## config.mk

```make
export PLATFORM = sky130hd
export DESIGN_NAME = mdu_iter
export DESIGN_NICKNAME = d
export VERILOG_FILES = /design/src/rtl/mdu_iter.sv
export SDC_FILE = /design/constraint.sdc
export NUM_CORES = 1
export LEC_CHECK = 0
export CORE_MARGIN = 1.5
export CORE_UTILIZATION = 40
export DETAILED_ROUTE_END_ITERATION = 10
export PLACE_DENSITY = 0.65
export REMOVE_ABC_BUFFERS = 1
export SLEW_MARGIN = 20
export SYNTH_ARGS = -nofsm -noshare
export SYNTH_HDL_FRONTEND = slang
export SYNTH_SLANG_ARGS = --single-unit
```

## constraint.sdc

```tcl
create_clock -name clk -period 12.9 [get_ports clk]
set_input_delay 1.29 -clock clk [delete_from_list [all_inputs] [get_ports clk]]
set_output_delay 1.29 -clock clk [all_outputs]
set_load 0.01 [all_outputs]
```

## src/rtl/mdu_iter.sv

```systemverilog
// Iterative multiply/divide unit for the MIPS execute stage. It does radix-2 shift-add
// multiply and restoring divide one bit per cycle, and holds the HI/LO registers.
module mdu_iter #(
    parameter int WIDTH = 32
) (
    input  logic             clk,
    input  logic             rst,
    input  logic             start,
    input  logic             cancel,
    input  logic [2:0]       oper,
    input  logic [WIDTH-1:0] a,
    input  logic [WIDTH-1:0] b,
    output logic             busy,
    output logic             done,
    output logic [WIDTH-1:0] hi,
    output logic [WIDTH-1:0] lo
);

    localparam int CW = $clog2(WIDTH);
    localparam int W2 = 2 * WIDTH;

    localparam logic [2:0] OP_DIVU = 3'd3;
    localparam logic [2:0] OP_MTHI = 3'd4;
    localparam logic [2:0] OP_MTLO = 3'd5;

    typedef enum logic [1:0] {
        ST_IDLE = 2'd0,
        ST_RUN  = 2'd1,
        ST_FIX  = 2'd2
    } state_t;

    function automatic logic [WIDTH-1:0] neg_w(input logic [WIDTH-1:0] v);
        return (~v) + WIDTH'(1);
    endfunction

    function automatic logic [W2-1:0] neg_2w(input logic [W2-1:0] v);
        return (~v) + W2'(1);
    endfunction

    state_t           state_r;
    state_t           state_nxt_s;
    logic [CW-1:0]    cnt_r;
    logic             div_r;
    logic             sa_r;
    logic             sb_r;
    logic [WIDTH-1:0] fix_opnd_r;
    logic [WIDTH-1:0] shf_opnd_r;
    logic [WIDTH-1:0] a_raw_r;
    logic [WIDTH-1:0] rem_r;
    logic [W2-1:0]    acc_r;

    logic             busy_r;
    logic             done_r;
    logic [WIDTH-1:0] hi_r;
    logic [WIDTH-1:0] lo_r;

    logic             issue_ok_s;
    logic             launch_s;
    logic             mthi_s;
    logic             mtlo_s;
    logic             fix_commit_s;
    logic             signed_s;
    logic [WIDTH-1:0] a_mag_s;
    logic [WIDTH-1:0] b_mag_s;

    logic [WIDTH-1:0] add_s;
    logic [WIDTH:0]   sum_s;
    logic [W2-1:0]    acc_step_s;
    logic [WIDTH:0]   rem_sh_s;
    logic             ge_s;
    logic [WIDTH-1:0] rem_step_s;

    logic [W2-1:0]    prod_s;
    logic             div0_s;
    logic [WIDTH-1:0] quo_fin_s;
    logic [WIDTH-1:0] rem_fin_s;
    logic [WIDTH-1:0] fix_hi_s;
    logic [WIDTH-1:0] fix_lo_s;

    logic             done_nxt_s;
    logic [WIDTH-1:0] hi_nxt_s;
    logic [WIDTH-1:0] lo_nxt_s;

    // FIX also accepts a new request, so a dependent op can issue back to back.
    assign issue_ok_s   = start & ~cancel & ((state_r == ST_IDLE) | (state_r == ST_FIX));
    assign launch_s     = issue_ok_s & (oper <= OP_DIVU);
    assign mthi_s       = issue_ok_s & (oper == OP_MTHI);
    assign mtlo_s       = issue_ok_s & (oper == OP_MTLO);
    assign fix_commit_s = (state_r == ST_FIX) & ~cancel;
    assign signed_s     = ~oper[0];
    assign a_mag_s      = (signed_s & a[WIDTH-1]) ? neg_w(a) : a;
    assign b_mag_s      = (signed_s & b[WIDTH-1]) ? neg_w(b) : b;

    // Multiply step: add the multiplicand into the top half, then shift the whole accumulator right.
    assign add_s      = shf_opnd_r[0] ? fix_opnd_r : {WIDTH{1'b0}};
    assign sum_s      = {1'b0, acc_r[W2-1:WIDTH]} + {1'b0, add_s};
    assign acc_step_s = {sum_s, acc_r[WIDTH-1:1]};

    // Divide step: the dividend MSB is shifted into the remainder, and the quotient bit enters at the LSB.
    assign rem_sh_s   = {rem_r, shf_opnd_r[WIDTH-1]};
    assign ge_s       = (rem_sh_s >= {1'b0, fix_opnd_r});
    assign rem_step_s = ge_s ? (rem_sh_s[WIDTH-1:0] - fix_opnd_r) : rem_sh_s[WIDTH-1:0];

    assign prod_s    = (sa_r ^ sb_r) ? neg_2w(acc_r) : acc_r;
    assign div0_s    = (fix_opnd_r == {WIDTH{1'b0}});
    assign quo_fin_s = div0_s ? {WIDTH{1'b1}} : ((sa_r ^ sb_r) ? neg_w(shf_opnd_r) : shf_opnd_r);
    assign rem_fin_s = div0_s ? a_raw_r : (sa_r ? neg_w(rem_r) : rem_r);
    assign fix_hi_s  = div_r ? rem_fin_s : prod_s[W2-1:WIDTH];
    assign fix_lo_s  = div_r ? quo_fin_s : prod_s[WIDTH-1:0];

    // State register
    always_ff @(posedge clk or posedge rst) begin
        if (rst) begin
            state_r <= ST_IDLE;
        end else begin
            state_r <= state_nxt_s;
        end
    end

    // Next-state logic
    always_comb begin
        state_nxt_s = ST_IDLE;
        case (state_r)
            ST_IDLE: begin
                if (launch_s) begin
                    state_nxt_s = ST_RUN;
                end else begin
                    state_nxt_s = ST_IDLE;
                end
            end
            ST_RUN: begin
                if (cancel) begin
                    state_nxt_s = ST_IDLE;
                end else if (cnt_r == {CW{1'b0}}) begin
                    state_nxt_s = ST_FIX;
                end else begin
                    state_nxt_s = ST_RUN;
                end
            end
            ST_FIX: begin
                if (launch_s) begin
                    state_nxt_s = ST_RUN;
                end else begin
                    state_nxt_s = ST_IDLE;
                end
            end
            default: begin
                state_nxt_s = ST_IDLE;
            end
        endcase
    end

    // Output logic; an MTHI/MTLO taken in FIX is younger and wins over the result.
    always_comb begin
        done_nxt_s = fix_commit_s | mthi_s | mtlo_s;
        if (mthi_s) begin
            hi_nxt_s = a;
        end else if (fix_commit_s) begin
            hi_nxt_s = fix_hi_s;
        end else begin
            hi_nxt_s = hi_r;
        end
        if (mtlo_s) begin
            lo_nxt_s = a;
        end else if (fix_commit_s) begin
            lo_nxt_s = fix_lo_s;
        end else begin
            lo_nxt_s = lo_r;
        end
    end

    // Operand latch and per-cycle iteration datapath
    always_ff @(posedge clk or posedge rst) begin
        if (rst) begin
            cnt_r      <= {CW{1'b0}};
            div_r      <= 1'b0;
            sa_r       <= 1'b0;
            sb_r       <= 1'b0;
            fix_opnd_r <= {WIDTH{1'b0}};
            shf_opnd_r <= {WIDTH{1'b0}};
            a_raw_r    <= {WIDTH{1'b0}};
            rem_r      <= {WIDTH{1'b0}};
            acc_r      <= {W2{1'b0}};
        end else if (launch_s) begin
            cnt_r      <= CW'(WIDTH - 1);
            div_r      <= oper[1];
            sa_r       <= signed_s & a[WIDTH-1];
            sb_r       <= signed_s & b[WIDTH-1];
            fix_opnd_r <= oper[1] ? b_mag_s : a_mag_s;
            shf_opnd_r <= oper[1] ? a_mag_s : b_mag_s;
            a_raw_r    <= a;
            rem_r      <= {WIDTH{1'b0}};
            acc_r      <= {W2{1'b0}};
        end else if (state_r == ST_RUN) begin
            if (cnt_r != {CW{1'b0}}) begin
                cnt_r <= cnt_r - CW'(1);
            end else begin
                cnt_r <= cnt_r;
            end
            if (div_r) begin
                rem_r      <= rem_step_s;
                shf_opnd_r <= {shf_opnd_r[WIDTH-2:0], ge_s};
            end else begin
                acc_r      <= acc_step_s;
                shf_opnd_r <= {1'b0, shf_opnd_r[WIDTH-1:1]};
            end
        end else begin
            cnt_r <= cnt_r;
        end
    end

    // Registered outputs
    always_ff @(posedge clk or posedge rst) begin
        if (rst) begin
            busy_r <= 1'b0;
            done_r <= 1'b0;
            hi_r   <= {WIDTH{1'b0}};
            lo_r   <= {WIDTH{1'b0}};
        end else begin
            busy_r <= (state_nxt_s != ST_IDLE);
            done_r <= done_nxt_s;
            hi_r   <= hi_nxt_s;
            lo_r   <= lo_nxt_s;
        end
    end

    assign busy = busy_r;
    assign done = done_r;
    assign hi   = hi_r;
    assign lo   = lo_r;

endmodule

```

==> summary.md <==
| Metric | Value |
|---|---|
| Register area | `~6700 um2` |
| Antenna violations before repair | `1` |
| Clock Skew | `about 0.026 ns` |
| Pwr dens | `211.6 nW/um2` |
| Top sig layer | `met4` |
| Detailed-placement wirelength estimate | `between 40 and 50 mm` |
| Area of the multi-input gates | `12290 um2` |
| Fin crit period | `4.432 ns` |
| Power share of the combinational group | `50.9%` |
| Nets@finish | `2651` |
| Overflow after GRT | `0` |
| Crit path arrival time | `~4.9 ns` |
| Synth Cell Area | `19800 um2` |
| Fin crit share | `roughly a third` |
| Worst setup margin | `8.468 ns` |
| H-tree Lvls | `1` |
| Critical Path Source Type | `input pin` |
| Final setup fails | `0` |
| Fin Hold WS | `0.4686 ns` |
| Starting Density | `roughly two fifths` |
| # fillers | `4794` |
| Sequential fraction of the synthesis area | `between 30% and 40%` |
| Max-cap violations | `0` |
| Fin. Hold Viols | `0` |
| Top_reg_cell synth | `dfrtp_1` |
| Clock tree buffer depth | `3` |
| Final Max Slew Viols | `0` |
| Metal3 WL | `4.438 mm` |
| Setup slack at placement | `7.905 ns` |
| Clock slew at reported path FFs | `0.07 ns` |
| Worst Setup End Kind | `register` |
| Root Driver | `clkbuf_16` |
| Worst rel slew slack | `30.92%` |
| Non-filler cells, final | `3196` |
| Maximum clock rate | `0.2256 GHz` |
| I/O pin cnt | `137` |
| Least-Margin Pin Slew | `1.036 ns` |
| Largest net degree at the start of global routing | `120` |
| Chip height | `~230 um` |
| DR pass1 iterations | `6` |
| Gpl congestion | `around 0.94` |
| Wirelength per Cell | `20.75 um` |
| Mean Syn Cell Area | `7.985 um2` |
| M1 WL | `approximately 29 mm` |
| Seq pwr share | `29.1%` |
| Sw power | `2.137 mW` |
| Worst-skew pair later-pin latency | `approximately 0.58 ns` |
| Total Neg Setup Slack | `0 ns` |
| Chip Width | `225.5 um` |
| Post-Synthesis Cells | `2480` |
| Number of CTS-inserted buffers | `30` |
| TritonCTS clock tree | `built` |
| Critical Path RT | `between 10 and 15 ns` |
| First-pass GRT wire length | `just over 100 mm` |
| Final core occ | `46.66%` |
| Top cell family by delay on the critical path | `simple AND/OR/NAND/NOR gates` |
| Rows | `81` |
| Static leakage | `about 10 nW` |
| Worst path cell trace | `clkdlybuf4s50_1 -> nor4_1 -> nand4bb_1 -> nor4_1 -> nand2_1 -> o41ai_1 -> xor2_1 -> nand2_1 -> o21ai_1 -> a221oi_1` |
| Core area | `48850 um2` |
| DRT iter0 DRCs | `between 1.5k and 2k` |
| Setup slack, reg-to-reg | `between 8 and 9 ns` |
| Async SR Flop Fraction | `100.0%` |
| Yosys warnings | `0` |
| Via count | `approximately 19k` |
| # resized after CTS | `0` |
| Clk network pwr share | `between 20% and 30%` |
| Seq cells post-synth | `268` |
| CP Max Fanout | `7` |
| Post-CTS Setup Bufs | `0` |
| Die Area | `50850 um2` |
| Routed wire length | `66.31 mm` |
| CP Buf/Inv Count | `1` |
| Clock Sink Count | `268` |
| Area growth from synthesis to layout | `15.11%` |
| CP Class | `in -> reg` |
| Share of cells above drive strength 1 | `4.818%` |
| P_int | `around 2.7 mW` |
| Critical Path Max Stage Delay | `roughly 0.76 ns` |
| Synth cell types | `75` |
| CP max-delay cell | `nor4_1` |
| Post-route DRC | `0` |
| Vias in the first global route | `about 18k` |
| IO Port Bufs | `between 100 and 150` |
| Inst Count DP | `3139` |
| Status | `complete, no violations` |
| Sw Ratio | `44.31%` |
| Hold_buf cts | `0` |
| Class of the worst hold path | `reg -> reg` |
| Antenna cells | `0` |
| Maximum vdd ir drop | `0.00009636 V` |
| Final ANT Viol Nets | `0` |
| Gr usage total | `25.77%` |
| RSZ-0062 raised after global routing | `false` |
| Vias per cell | `around 6` |
| Length of routed met2 wiring | `~31 mm` |
| EDFF count, synth | `0` |
[sequential cells by signal, indices dropped and copies added, names as in the netlist]
register	flops
rem_r	32
done	1
sb_r	1
a_raw_r	32
state_r	2
fix_opnd_r	32
cnt_r	5
lo	32
shf_opnd_r	32
busy	1
hi	32
acc_r	64
sa_r	1
div_r	1
[cells in the final DEF, fill, tap and decap left out, types with 30 or more instances in the layout]
| cell | Yosys | routed |
|---|---|---|
| ha_1 | 70 | 70 |
| inv_1 | 65 | 64 |
| clkdlybuf4s50_1 | 0 | 135 |
| a21oi_1 | 222 | 222 |
| xnor2_1 | 121 | 120 |
| xor2_1 | 115 | 114 |
| o221ai_1 | 33 | 33 |
| a21o_1 | 32 | 32 |
| nand2_1 | 338 | 337 |
| a31oi_1 | 41 | 41 |
| dfrtp_1 | 268 | 267 |
| o31ai_1 | 30 | 30 |
| nor3_1 | 45 | 45 |
| o21ai_0 | 222 | 222 |
| o211ai_1 | 61 | 61 |
| nand3_1 | 36 | 35 |
| a22o_1 | 36 | 36 |
| nor2_1 | 226 | 223 |
| mux2i_1 | 44 | 44 |
| clkbuf_16 | 0 | 31 |
[final timing paths]
check	start	endpoint	depth (start not counted)
setup / recovery	a[5]	shf_opnd_r[29]$_DFFE_PP0P_	10
min in group asynchronous	rst	lo[6]$_DFFE_PP0P_	2
setup reg to reg	shf_opnd_r[0]$_DFFE_PP0P_	acc_r[63]$_DFFE_PP0P_	13
hold reg to reg	a_raw_r[5]$_DFFE_PP0P_	a_raw_r[5]$_DFFE_PP0P_	2
max in group asynchronous	rst	a_raw_r[8]$_DFFE_PP0P_	5
hold / removal	a_raw_r[5]$_DFFE_PP0P_	a_raw_r[5]$_DFFE_PP0P_	2
[Yosys cell counts, drive strengths merged, types with 4 or more instances]
master  count  area share (%)
nand2     338             6.4
dfrtp     268              34
o21ai     233             5.9
nor2      227             4.3
a21oi     222             5.6
clkbuf    148             2.8
xnor2     121             5.4
xor2      115             5.1
ha         70             4.4
inv        65             1.2
o211ai     62             2.4
nor3       46             1.2
mux2i      44             2.2
a31oi      41             1.3
a22o       36             1.6
nand3      36            0.91
o221ai     33             1.5
a21o       32             1.2
o31ai      32             1.3
and3       29            0.92
nor4       26            0.85
or3        24            0.83
buf        22            0.43
o41ai      19            0.84
a311oi     18            0.80
or4        16            0.63
a211oi     14            0.53
nand2b     14            0.44
nor2b      13            0.41
nand4      12            0.38
or2        10            0.32
and2        8            0.25
o21a        8            0.30
and4        6            0.27
o31a        6            0.27
a211o       5            0.22
a221oi      5            0.22
a32oi       5            0.22
nand3b      5            0.19
o21bai      4            0.15
o22ai       4            0.13
[logic make-up (layout without fill, tap and decap cells)]
family,count (synthesis),after routing,share of synthesized area (%)
AOI/OAI and AO/OA,798,798,25.28
xor gates and xnor gates,236,236,10.44
adders and majority gates,72,72,4.625
buffers and inverters,236,288,4.486
DFF,268,268,33.87
muxes,47,47,2.395
and+or+nand+nor,823,823,18.91
[area by class of cell]
| cell class | count | share of cell area (%) |
|---|---|---|
| clock inverter | 15 | 0.9990 |
| multi-input combinational | 1976 | 53.90 |
| tap | 664 | 3.645 |
| sequential | 268 | 29.44 |
| timing repair buffer | 166 | 7.026 |
| clock buffer | 41 | 3.875 |
| inverter | 66 | 1.120 |
[per-stage QoR]
| step | power (mW) | instance area (um2) |
|---|---|---|
| after floorplan | 3.078 | 19160 |
| after global placement | 3.787 | 21660 |
| after global routing | 5.179 | 22790 |
| after detailed placement | 3.829 | 21660 |
| final | 4.824 | 22790 |
| after CTS | 4.809 | 22770 |
[power groups by stage]
| stage | registers (mW) | logic [mW] | clock network (mW) |
|---|---|---|---|
| finish | 1.40 | 2.45 | 0.966 |
| CTS | 1.40 | 2.43 | 0.981 |
| global route | 1.44 | 2.72 | 1.02 |
| floorplan | 1.34 | 1.74 | 0 |
| detailed placement | 1.41 | 2.42 | 0 |
| global placement | 1.40 | 2.39 | 0 |
[metal layers]
metal  up-vias  global-route usage (%)
li1       8962                       -
met1      9137                   35.56
met2       701                   42.06
met3       111                   2.621
met4         0                   8.746
met5         -                       0
[tightest hold or removal path, cell delays in order (launching register included)]
cell     delay, ns
dfrtp_1       0.33
nand2_1       0.05
nand2_1       0.06
No activity file was read; power rests on OpenSTA's default activity.
